==> src/rtl/bus_tiempos_pkg.sv <==
// Shared definitions for the bus-timing consumers.
//   estado_t      sequencer state encoding
//   FASE_*        named points of the 15-phase bus frame
//   ctrl_bus_t    control strobes driven to the pads, plus output enable
//   BUS_INACTIVO  idle pattern of the control strobes
package bus_tiempos_pkg;

    typedef enum logic [1:0] {
        REPOSO       = 2'd0,
        ESPERA_TRAMA = 2'd1,
        TRAMA        = 2'd2,
        FIN          = 2'd3
    } estado_t;

    localparam logic [3:0] FASE_DIR_INI = 4'd0;
    localparam logic [3:0] FASE_DIR_STB = 4'd1;
    localparam logic [3:0] FASE_DIR_FIN = 4'd4;
    localparam logic [3:0] FASE_DAT_INI = 4'd9;
    localparam logic [3:0] FASE_DAT_STB = 4'd10;
    localparam logic [3:0] FASE_ULTIMA  = 4'd14;

    typedef struct packed {
        logic cs_n;
        logic rd_n;
        logic wr_n;
        logic ad;
        logic oe;
    } ctrl_bus_t;

    localparam ctrl_bus_t BUS_INACTIVO = '{cs_n: 1'b1, rd_n: 1'b1, wr_n: 1'b1, ad: 1'b1, oe: 1'b0};

endpackage

==> src/rtl/generador_senales_bus_decodificador_fase.sv <==
// decodificador_fase: combinational map from the frame phase and transaction
// direction to the bus control pattern for that phase.
//   i_fase      phase index 0..14 (15 decodes to the idle pattern)
//   i_w_r       1 = write transaction, 0 = read
//   o_ctrl      cs_n / rd_n / wr_n / ad / oe for this phase
//   o_sel_dato  1 = pads carry write data, 0 = pads carry the address
module decodificador_fase
    import bus_tiempos_pkg::*;
(
    input  logic [3:0] i_fase,
    input  logic       i_w_r,
    output ctrl_bus_t  o_ctrl,
    output logic       o_sel_dato
);

    logic w_dato_esc;

    // Write data is driven from FASE_DAT_INI through two phases past the strobe
    // so it is stable around the rising edge of wr_n.
    assign w_dato_esc = i_w_r && (i_fase >= FASE_DAT_INI) && (i_fase <= FASE_DAT_STB + 4'd2);

    always_comb begin
        o_ctrl     = BUS_INACTIVO;
        o_sel_dato = 1'b0;

        // ad stays low one phase past the address drive window
        if (i_fase <= FASE_DIR_FIN) o_ctrl.ad = 1'b0;
        if (i_fase < FASE_DIR_FIN)  o_ctrl.oe = 1'b1;

        // the address is always latched by the peripheral with wr_n
        if (i_fase == FASE_DIR_STB) begin
            o_ctrl.cs_n = 1'b0;
            o_ctrl.wr_n = 1'b0;
        end
        if (i_fase == FASE_DIR_STB + 4'd1) o_ctrl.cs_n = 1'b0;

        if (w_dato_esc) begin
            o_ctrl.oe  = 1'b1;
            o_sel_dato = 1'b1;
        end
        if ((i_fase == FASE_DAT_STB) || (i_fase == FASE_DAT_STB + 4'd1)) o_ctrl.cs_n = 1'b0;
        if (i_fase == FASE_DAT_STB) begin
            if (i_w_r) o_ctrl.wr_n = 1'b0;
            else       o_ctrl.rd_n = 1'b0;
        end
    end

endmodule

==> src/rtl/generador_senales_bus.sv <==
// generador_senales_bus: runs one multiplexed address/data bus transaction per
// request, aligned to the frame of the free-running phase counter.
//   clk, reset_n        clock, synchronous active-low reset
//   fase                phase index from the timing counter
//   inicio, w_r         request strobe and direction (1 = write)
//   direccion           address, latched on accepted request
//   dato_escritura      write data, latched on accepted request
//   bus_in              read data from the pads
//   bus_out, bus_oe     data to the pads and its output enable
//   cs_n, rd_n, wr_n    active-low chip select / read / write strobes
//   ad                  0 = address cycle, 1 = data cycle
//   dato_leido          last captured read data
//   ocupado, listo      busy flag, one-cycle end-of-transaction pulse
//
// state        | meaning
// REPOSO       | idle, accepting inicio
// ESPERA_TRAMA | request latched, waiting for the next 14->0 frame boundary
// TRAMA        | bus outputs follow the decoded phase, one cycle behind fase
// FIN          | listo high for one cycle, ocupado drops on the next edge
module generador_senales_bus
    import bus_tiempos_pkg::*;
#(
    parameter int         ANCHO_DATO   = 8,
    parameter logic [3:0] FASE_CAPTURA = 4'd10
)(
    input  logic                  clk,
    input  logic                  reset_n,
    input  logic [3:0]            fase,
    input  logic                  inicio,
    input  logic                  w_r,
    input  logic [ANCHO_DATO-1:0] direccion,
    input  logic [ANCHO_DATO-1:0] dato_escritura,
    input  logic [ANCHO_DATO-1:0] bus_in,
    output logic [ANCHO_DATO-1:0] bus_out,
    output logic                  bus_oe,
    output logic                  cs_n,
    output logic                  rd_n,
    output logic                  wr_n,
    output logic                  ad,
    output logic [ANCHO_DATO-1:0] dato_leido,
    output logic                  ocupado,
    output logic                  listo
);

    estado_t               r_estado;
    logic [3:0]            r_fase_q;
    logic                  r_w_r;
    logic [ANCHO_DATO-1:0] r_dir;
    logic [ANCHO_DATO-1:0] r_dato;

    ctrl_bus_t             w_ctrl;
    logic                  w_sel_dato;
    logic                  w_limite;
    logic                  w_captura;
    logic [ANCHO_DATO-1:0] w_bus_dec;

    decodificador_fase u_decodificador_fase (
        .i_fase     (fase),
        .i_w_r      (r_w_r),
        .o_ctrl     (w_ctrl),
        .o_sel_dato (w_sel_dato)
    );

    assign w_limite  = (r_fase_q == FASE_ULTIMA) && (fase == FASE_DIR_INI);
    assign w_captura = (r_fase_q == FASE_CAPTURA) && (fase == FASE_CAPTURA + 4'd1);
    assign w_bus_dec = w_ctrl.oe ? (w_sel_dato ? r_dato : r_dir) : '0;

    always_ff @(posedge clk) begin
        if (!reset_n) begin
            r_estado                        <= REPOSO;
            r_fase_q                        <= 4'd0;
            r_w_r                           <= 1'b0;
            r_dir                           <= '0;
            r_dato                          <= '0;
            {cs_n, rd_n, wr_n, ad, bus_oe}  <= BUS_INACTIVO;
            bus_out                         <= '0;
            dato_leido                      <= '0;
            ocupado                         <= 1'b0;
            listo                           <= 1'b0;
        end else begin
            r_fase_q <= fase;
            listo    <= 1'b0;
            case (r_estado)
                REPOSO: begin
                    if (inicio) begin
                        r_w_r    <= w_r;
                        r_dir    <= direccion;
                        r_dato   <= dato_escritura;
                        ocupado  <= 1'b1;
                        r_estado <= ESPERA_TRAMA;
                    end
                end
                ESPERA_TRAMA: begin
                    // load the phase-0 pattern on the boundary edge itself so the
                    // one-cycle lag holds from the very first phase of the frame
                    if (w_limite) begin
                        r_estado                       <= TRAMA;
                        {cs_n, rd_n, wr_n, ad, bus_oe} <= w_ctrl;
                        bus_out                        <= w_bus_dec;
                    end
                end
                TRAMA: begin
                    if (w_limite) begin
                        r_estado                       <= FIN;
                        listo                          <= 1'b1;
                        {cs_n, rd_n, wr_n, ad, bus_oe} <= BUS_INACTIVO;
                        bus_out                        <= '0;
                    end else begin
                        {cs_n, rd_n, wr_n, ad, bus_oe} <= w_ctrl;
                        bus_out                        <= w_bus_dec;
                        if (!r_w_r && w_captura) dato_leido <= bus_in;
                    end
                end
                FIN: begin
                    ocupado  <= 1'b0;
                    r_estado <= REPOSO;
                end
                default: r_estado <= REPOSO;
            endcase
        end
    end

endmodule

==> config.mk <==
export PLATFORM = sky130hd
export DESIGN_NAME = generador_senales_bus
export DESIGN_NICKNAME = d
export VERILOG_FILES = /design/src/rtl/bus_tiempos_pkg.sv /design/src/rtl/generador_senales_bus_decodificador_fase.sv /design/src/rtl/generador_senales_bus.sv
export SDC_FILE = /design/constraint.sdc
export NUM_CORES = 1
export LEC_CHECK = 0
export BUFFER_PORTS_ARGS = -buffer_cell sky130_fd_sc_hd__buf_2
export CORE_MARGIN = 2
export CORE_UTILIZATION = 46
export DETAILED_ROUTE_END_ITERATION = 7
export GPL_TIMING_DRIVEN = 1
export PLACE_DENSITY = 0.81
export REMOVE_ABC_BUFFERS = 1
export SLEW_MARGIN = 20
export SYNTH_ARGS = -nofsm -noshare
export SYNTH_HDL_FRONTEND = slang
export SYNTH_SLANG_ARGS = --single-unit
==> constraint.sdc <==
create_clock -name clk -period 5.7 [get_ports clk]
set_input_delay 0.855 -clock clk [delete_from_list [all_inputs] [get_ports clk]]
set_output_delay 0.855 -clock clk [all_outputs]
set_load 0.005 [all_outputs]
==> results of run 1 <==
registers in the layout, summed over array words and instances, names as in the netlist:
| signal | flops |
|---|---|
| r_estado | 2 |
| cs_n | 1 |
| wr_n | 1 |
| dato_leido | 8 |
| rd_n | 1 |
| ocupado | 1 |
| r_dato | 8 |
| r_w_r | 1 |
| bus_out | 8 |
| listo | 1 |
| bus_oe | 1 |
| r_fase_q | 4 |
| ad | 1 |
| r_dir | 8 |
cell usage after synthesis, types with 2 or more instances:
cell type	number	area share (%)
sky130_fd_sc_hd__ha_1	4	2.6
sky130_fd_sc_hd__nor3_1	2	0.52
sky130_fd_sc_hd__a211oi_1	2	0.79
sky130_fd_sc_hd__a21o_1	2	0.79
sky130_fd_sc_hd__nand4b_1	3	1.4
sky130_fd_sc_hd__dfxtp_1	46	48
sky130_fd_sc_hd__o2bb2ai_1	8	3.7
sky130_fd_sc_hd__mux2i_1	17	8.9
sky130_fd_sc_hd__o21ai_0	6	1.6
sky130_fd_sc_hd__and2_1	4	1.3
sky130_fd_sc_hd__nand2b_1	3	0.98
sky130_fd_sc_hd__nand2_1	38	7.5
sky130_fd_sc_hd__nor2_1	17	3.3
sky130_fd_sc_hd__o22ai_1	2	0.65
sky130_fd_sc_hd__clkbuf_1	8	1.6
sky130_fd_sc_hd__inv_1	5	0.98
sky130_fd_sc_hd__a21oi_1	22	5.8
how the worst max path moves through the flow:
stage,endpoint,slack [ns]
after detailed placement,bus_out[6],2.93
after global routing,bus_out[3],3.13
after CTS,bus_out[3],3.23
final,bus_out[3],3.21
after floorplan,cs_n,3.22
after global placement,bus_out[1],2.97
layout make-up:
type / instances / area, sq um / share of cell area, %
clock inverter: 2 / 37.54 / 1.622
clock buffer: 6 / 72.57 / 3.137
tap: 50 / 62.56 / 2.704
sequential: 46 / 920.9 / 39.81
inverter: 5 / 18.77 / 0.8112
timing repair buffer: 54 / 270.3 / 11.68
multi-input combinational: 148 / 930.9 / 40.24
per-stage QoR:
step / std cells / hold WS (ns) / utilization [%]
finish: 311 / 0.4570 / 57.84
global route: 311 / 0.4685 / 57.84
global placement: 303 / 0.4411 / 54.86
floorplan: 199 / 0.4357 / -
detailed placement: 303 / 0.4478 / 54.86
CTS: 311 / 0.4601 / 57.62
worst max-delay path: stages:
cell and delay, ns:
sky130_fd_sc_hd__buf_2 0.14, sky130_fd_sc_hd__or4_1 0.69, sky130_fd_sc_hd__o21a_1 0.25, sky130_fd_sc_hd__o221ai_1 0.54
sky130_fd_sc_hd__o2bb2ai_1 0.16
routing by layer:
metal	GRT usage [%]	up-vias	part of all wire [%]
met5	0	-	0
met4	6.000	0	0.83
met3	4.441	4	4.0
met2	29.21	37	48
met1	22.46	756	47
li1	-	829	-
where the power goes:
group | total (W) | switching [W] | internal, W
logic | 0.000185 | 0.000115 | 0.0000694
registers | 0.000377 | 0.0000207 | 0.000356
clock network | 0.000239 | 0.000108 | 0.000131
total | 0.000800 | 0.000244 | 0.000556
kinds of logic (layout without fill, tap and decap cells):
| logic type | count (synthesis) | after routing | share of synthesized area [%] |
|---|---|---|---|
| compound gates | 50 | 50 | 17.02 |
| fa+ha+maj | 4 | 4 | 2.618 |
| simple gates | 77 | 77 | 19.70 |
| buf+inv | 16 | 67 | 3.599 |
| flops | 46 | 46 | 48.17 |
| mux | 17 | 17 | 8.900 |
==> reports/qor.tcl, run 1 <==
set qor(hold_viol_final) 0
set qor(cts_resized) 0
set qor(layout_min_cycle_time_ns) 2.492
set qor(first_iter_violations) 113
set qor(remaining_drc_errors) 0
set qor(cp.arrival_ns) 2.65
set qor(synth_enable_flop_cells) 0
set qor(portBuffers) 54
set qor(clk_transition_reported_paths_ns) 0.09
set qor(hold-path-endpoint) {r_dato[3]}
set qor(post_detail_place_hpwl_microns) 2844
set qor(nFillCells) 346
set qor(grt_antenna_before_repair) 0
set qor(mappedNetlistArea_sq_um) 1912
set qor(synth_area_per_cell_sq_um) 9.104
set qor(hold_path.class) {flop to flop}
set qor(setup.worst_path.start) {fase[1]}
set qor(numClockSinks) 46
set qor(power.ir.vdd_worst_uv) 206.6
set qor(overflow) 0
set qor(ctsRootBufferMaster) {sky130_fd_sc_hd__clkbuf_8}
set qor(max-clock-path-buffers) 2
set qor(io_pins) 55
set qor(achievable-frequency_mhz) 401.3
set qor(postSynthCellCount) 210
set qor(clock_latency_reported_for_the_late_side_of_the_worst_skew_pair_ns) 0.30
set qor(max-slew-margin-rel_pct) 36.14
set qor(part_of_the_cycle_the_worst_path_needs_pct) 43.71
set qor(grt_util_all_layers_pct) 17.73
set qor(routed_wl_microns) 3993
set qor(regToRegEndpoint) {dato_leido[4]}
set qor(final_cell_mix) {54 x sky130_fd_sc_hd__buf_2, 46 x sky130_fd_sc_hd__dfxtp_1, 38 x sky130_fd_sc_hd__nand2_1}
set qor(gpl.final_weighted_congestion) 0.8497
set qor(synth_cell_types) 38
set qor(clock_skew_after_layout_ns) 0.006294
set qor(synth_warnings) 0
set qor(die_height_microns) 68.47
set qor(postSynthRegisterBits) 46
set qor(worst_pin_slew_ns) 0.9569
set qor(chipWidth_microns) 68.47
set qor(place_worst_setup_slack_ns) 2.926
set qor(critical_path_peak_fanout) 10
set qor(hold_start) {r_dato[3]}
set qor(timing.critical_path.from_type) {input pin}
set qor(fin_setup_tns_ns) 0
set qor(final_critical_path_setup_slack_ns) 3.208
set qor(via_count_of_the_first_global_routing_pass) 1398
set qor(static-leakage-power_nw) 0.9196
set qor(synth-seq-area-share_pct) 48.17
set qor(synth-async-reset-ratio_pct) 0
set qor(final_cell_area_sq_um) 2313
set qor(layout.cells.most_common) {sky130_fd_sc_hd__buf_2}
set qor(tritoncts.num_buffers) 5
set qor(max-cap-violations) 0
set qor(cts-hold-fix-buffers) 0
set qor(cellPowerDensity_nw_per_um2) 345.9
set qor(timing.critical_path.to_type) {flop}
set qor(post-cts-setup-buffers) 0
set qor(wl_per_cell_microns) 12.84
set qor(min_delay_path_depth) 2
set qor(post_route_cells_drive_above_1_share_pct) 25.29
set qor(status) {finished, final reports clean}
set qor(wire_length_of_the_first_global_routing_pass_microns) 6175
set qor(r2r_cells) 6
set qor(tritoncts) {built}
set qor(nNetsFinal) 296
set qor(layout-area-overhead-vs-synth_pct) 21.01
set qor(core.rowCount) 23
set qor(final_max_slew_viol_count) 0
set qor(critical_path_class) {input pin to flop}
set qor(antenna_left) 0
set qor(fp.coreArea_sq_um) 4000
set qor(critical_path.reg2reg.startpoint) {r_estado[0]}
set qor(initial_utilization_pct) 47.79
set qor(dieArea_sq_um) 4688
set qor(ys.flop_type) {sky130_fd_sc_hd__dfxtp_1}
set qor(num_antenna_cells) 0
set qor(totalPowerFinal_w) 0.0008002
set qor(timing.reg2reg.setup_slack_ns) 3.61
set qor(setup_viol) 0
set qor(rsz_0062_raised_after_global_routing) {no}
set qor(detailed_place.area_sq_um) 2195
set qor(routed-via-count) 1626
set qor(via_per_inst) 5.228
set qor(drt_first_pass_iters) 4
set qor(ctsHtreeMaxLevel) 2
set qor(grt_max_degree) 32
set qor(required_ns) 5.86
(Power assumes the default switching activity.)
==> inputs of run 2 (changes only) <==
--- a/config.mk
+++ b/config.mk
@@ -5,12 +5,13 @@
 export SDC_FILE = /design/constraint.sdc
 export NUM_CORES = 1
 export LEC_CHECK = 0
+export ABC_AREA = 1
 export BUFFER_PORTS_ARGS = -buffer_cell sky130_fd_sc_hd__buf_2
 export CORE_MARGIN = 2
 export CORE_UTILIZATION = 46
 export DETAILED_ROUTE_END_ITERATION = 7
 export GPL_TIMING_DRIVEN = 1
-export PLACE_DENSITY = 0.81
+export PLACE_DENSITY = 0.83
 export REMOVE_ABC_BUFFERS = 1
 export SLEW_MARGIN = 20
 export SYNTH_ARGS = -nofsm -noshare
==> constraint.sdc (replaced) <==
create_clock -name clk -period 2.25 [get_ports clk]
set_input_delay 0.3375 -clock clk [delete_from_list [all_inputs] [get_ports clk]]
set_output_delay 0.3375 -clock clk [all_outputs]
set_load 0.005 [all_outputs]
==> run 2 against run 1 <==
Compared with the run above:
- final area grew 3.9%
- synthesized area is 5.0% higher
- sequential power grew to 2.8 times the previous value
- die area rose by 4.7%
- clock power rose to 2.5 times the previous value
- clock skew fell by 0.0017 ns
- sequential share of layout area shrank 1.5 points
- cell count is 18% higher
- combinational power increased to 3.1 times the previous value
- routed wire length rose by 0.58%
- via count rose by 9.0%
- critical path type is now flop to flop
- largest cell class is now sequential cells
==> reports/qor.tcl, run 2 <==
set qor(met1_capacity_usage_during_global_routing_pct) 22.34 ;# -0.12 points
set qor(post_detail_place_hpwl_microns) 3022 ;# +6.2%
set qor(post-cts-setup-buffers) 0 ;# unchanged
set qor(achievable-frequency_mhz) 644.0
set qor(portBuffers) 54 ;# unchanged
set qor(overflow) 0 ;# unchanged
set qor(ys.flop_type) {sky130_fd_sc_hd__dfxtp_1}
set qor(timing.reg2reg.setup_slack_ns) 0.70 ;# -2.91 ns
set qor(synth.largest_area_cell) {sky130_fd_sc_hd__dfxtp_1}
set qor(static-leakage-power_nw) 1.110 ;# +21%
set qor(synth_area_per_cell_sq_um) 7.719 ;# -15%
set qor(cellPowerDensity_nw_per_um2) 919.2 ;# +170%
set qor(num_antenna_cells) 0 ;# unchanged
set qor(clock_skew_after_layout_ns) 0.004622 ;# -0.001672 ns
set qor(register_cell_area_after_layout_sq_um) 920.9 ;# unchanged
set qor(core.rowCount) 24 ;# +4.3%
set qor(multi_input_area_sq_um) 910.9 ;# -2.2%
set qor(remaining_drc_errors) 0 ;# unchanged
set qor(layout.core_utilization_pct) 56.37 ;# -1.5 points
set qor(synth_enable_flop_cells) 0 ;# unchanged
set qor(hold_viol_final) 0 ;# unchanged
set qor(grt_antenna_before_repair) 0 ;# unchanged
set qor(final_max_slew_viol_count) 0 ;# unchanged
set qor(ctsHtreeMaxLevel) 2 ;# unchanged
set qor(yosysTopAreaCellShare_pct) 45.89 ;# -2.3 points
set qor(synth_warnings) 0 ;# unchanged
set qor(mappedNetlistArea_sq_um) 2007 ;# +5.0%
set qor(status) {finished, final reports clean}
set qor(nFillCells) 427 ;# +23%
set qor(required_ns) 2.44 ;# -3.42 ns
set qor(setup_viol) 0 ;# unchanged
set qor(max-clock-path-buffers) 2 ;# unchanged
set qor(drt_first_pass_iters) 4 ;# unchanged
set qor(via_per_inst) 4.844 ;# -7.3%
set qor(synth-async-reset-ratio_pct) 0 ;# unchanged
set qor(ys_top_cells_by_area) {sky130_fd_sc_hd__dfxtp_1 46%, sky130_fd_sc_hd__nand2_1 8.6%, sky130_fd_sc_hd__nor2_1 8.6%, sky130_fd_sc_hd__o21ai_0 5.5%, sky130_fd_sc_hd__nand4_1 5.3%}
set qor(numClockSinks) 46 ;# unchanged
set qor(tritoncts) {built}
set qor(post_route_cells_drive_above_1_share_pct) 24.52 ;# -0.77 points
set qor(globalRoute.busiestLayer) {met2}
set qor(max-cap-violations) 0 ;# unchanged
set qor(min_delay_path_depth) 3 ;# +1
set qor(chipWidth_microns) 70.05 ;# +2.3%
set qor(die_height_microns) 70.05 ;# +2.3%
set qor(grt_max_degree) 29 ;# -9.4%
set qor(max-slew-margin-rel_pct) 66.53 ;# +30 points
set qor(layout-area-overhead-vs-synth_pct) 19.76
set qor(critical_path.reg2reg.startpoint) {r_estado[0]}
set qor(clock_latency_reported_for_the_late_side_of_the_worst_skew_pair_ns) 0.30 ;# about the same
set qor(layout_min_cycle_time_ns) 1.553
set qor(part_of_the_cycle_the_worst_path_needs_pct) 69.01
set qor(dieArea_sq_um) 4907 ;# +4.7%
set qor(timing.critical_path.to_type) {flop}
set qor(io_pins) 55 ;# unchanged
set qor(hold-path-endpoint) {r_fase_q[3]}
set qor(timing.critical_path.from_type) {flop}
set qor(wl_per_cell_microns) 10.97 ;# -15%
set qor(synth_cell_types) 25 ;# -34%
set qor(synth.cells.most_frequent) {46 x sky130_fd_sc_hd__dfxtp_1, 46 x sky130_fd_sc_hd__nand2_1, 46 x sky130_fd_sc_hd__nor2_1}
set qor(hold_path.class) {input pin to flop}
set qor(nNetsFinal) 349 ;# +18%
set qor(regToRegEndpoint) {ocupado}
set qor(power.ir.vdd_worst_uv) 488.9 ;# +140%
set qor(synth-seq-area-share_pct) 45.89 ;# -2.3 points
set qor(wire_length_of_the_first_global_routing_pass_microns) 7038 ;# +14%
set qor(first_iter_violations) 95 ;# -16%
set qor(critical_path_class) {flop to flop}
set qor(r2r_cells) 6 ;# unchanged
set qor(hold_start) {fase[3]}
set qor(cts-hold-fix-buffers) 0 ;# unchanged
set qor(rsz_0062_raised_after_global_routing) {no}
set qor(routed_wl_microns) 4016 ;# +0.58%
set qor(antenna_left) 0 ;# unchanged
set qor(fin_setup_tns_ns) 0 ;# unchanged
set qor(tritoncts.num_buffers) 5 ;# unchanged
set qor(final_cell_mix) {54 x sky130_fd_sc_hd__buf_2, 46 x sky130_fd_sc_hd__nand2_1, 46 x sky130_fd_sc_hd__nor2_1, 46 x sky130_fd_sc_hd__dfxtp_1}
set qor(gpl.final_weighted_congestion) 0.7606 ;# -10%
set qor(cp.arrival_ns) 1.74 ;# -0.91 ns
set qor(via_count_of_the_first_global_routing_pass) 1646 ;# +18%
set qor(critical_path_peak_fanout) 17 ;# +7
set qor(layout.cells.most_common) {sky130_fd_sc_hd__buf_2}
set qor(clk_transition_reported_paths_ns) 0.08 ;# about the same
set qor(fp.coreArea_sq_um) 4264 ;# +6.6%
set qor(globalRouteMet3Util_pct) 6.205 ;# +1.8 points
set qor(postSynthCellCount) 260 ;# +24%
set qor(grt_use_met2_pct) 28.04 ;# -1.2 points
set qor(cts_resized) 0 ;# unchanged
set qor(grt_util_all_layers_pct) 17.62 ;# -0.11 points
set qor(initial_utilization_pct) 47.07 ;# -0.73 points
set qor(postSynthRegisterBits) 46 ;# unchanged
set qor(routed-via-count) 1773 ;# +9.0%
set qor(worst_pin_slew_ns) 0.4990 ;# -0.4579 ns
set qor(ctsRootBufferMaster) {sky130_fd_sc_hd__clkbuf_8}
==> run 2: cell count changes after synthesis, moves of 8 or more <==
cell                        delta
sky130_fd_sc_hd__nor2_1       +29
sky130_fd_sc_hd__inv_1        +17
sky130_fd_sc_hd__mux2i_1      -17
sky130_fd_sc_hd__nand4_1      +17
sky130_fd_sc_hd__o21ai_0      +16
sky130_fd_sc_hd__a21oi_1       -9
sky130_fd_sc_hd__nand2_1       +8
sky130_fd_sc_hd__o2bb2ai_1     -8
==> run 2: cells by family after synthesis <==
family | count (synthesis) | share of synthesized area (%)
fa+ha+maj | 4 | 2.494
simple gates | 126 | 30.36
flops | 46 | 45.89
compound gates | 45 | 12.53
buf+inv | 39 | 8.728
==> run 2: worst max-delay path, stage by stage, from the launching register on <==
cell                       delay (ns)
sky130_fd_sc_hd__dfxtp_1         0.37
sky130_fd_sc_hd__inv_1           0.08
sky130_fd_sc_hd__ha_1            0.21
sky130_fd_sc_hd__nand2_1         0.08
sky130_fd_sc_hd__clkinv_1        0.35
sky130_fd_sc_hd__o21ai_0         0.29
sky130_fd_sc_hd__a21oi_1         0.06
==> run 2: stage by stage <==
step	hold slack, ns	std cells	power [W]	area, sq um	setup slack (ns)
2_1_floorplan	0.4217	250	0.001432	1943	0.6273
3_3_place_gp	0.4398	358	0.001603	2293	0.7385
3_5_place_dp	0.4415	358	0.001624	2293	0.7063
4_1_cts	0.2643	366	0.002224	2404	0.6957
5_1_grt	0.2830	366	0.002361	2404	0.5554
6_report	0.2689	366	0.002209	2404	0.6973
==> run 2: worst max-delay path by stage <==
stage               cells after the start         from  slack (ns)         end
floorplan                               6  r_estado[0]        0.63     ocupado
global placement                        7      fase[0]        0.74  bus_out[1]
detailed placement                      7      fase[1]        0.71  bus_out[5]
CTS                                     6  r_estado[0]        0.70     ocupado
global route                            6  r_estado[0]        0.56     ocupado
finish                                  6  r_estado[0]        0.70     ocupado
==> run 2: final cells by class <==
| type | count | area share (%) |
|---|---|---|
| clock buffer | 6 | 3.019 |
| clock inverter | 2 | 1.562 |
| inverter | 29 | 4.633 |
| multi-input combinational | 175 | 37.90 |
| sequential | 46 | 38.31 |
| tap | 52 | 2.707 |
| timing repair buffer | 56 | 11.87 |
==> run 2: power by group <==
group          leakage [nW]  total (W)  internal, W  switching [W]
Combinational         0.682   0.000568     0.000209       0.000359
Sequential            0.377    0.00104     0.000957      0.0000824
Clock                0.0514   0.000602     0.000331       0.000271
Total                  1.11    0.00221      0.00150       0.000712
==> run 2: layer usage <==
layer	wire length [microns]	vias to the layer above	part of all wire, %
li1	-	957	-
met1	1952	757	49
met3	277	5	6.9
met5	0	-	0
met2	1729	54	43
met4	55	0	1.4
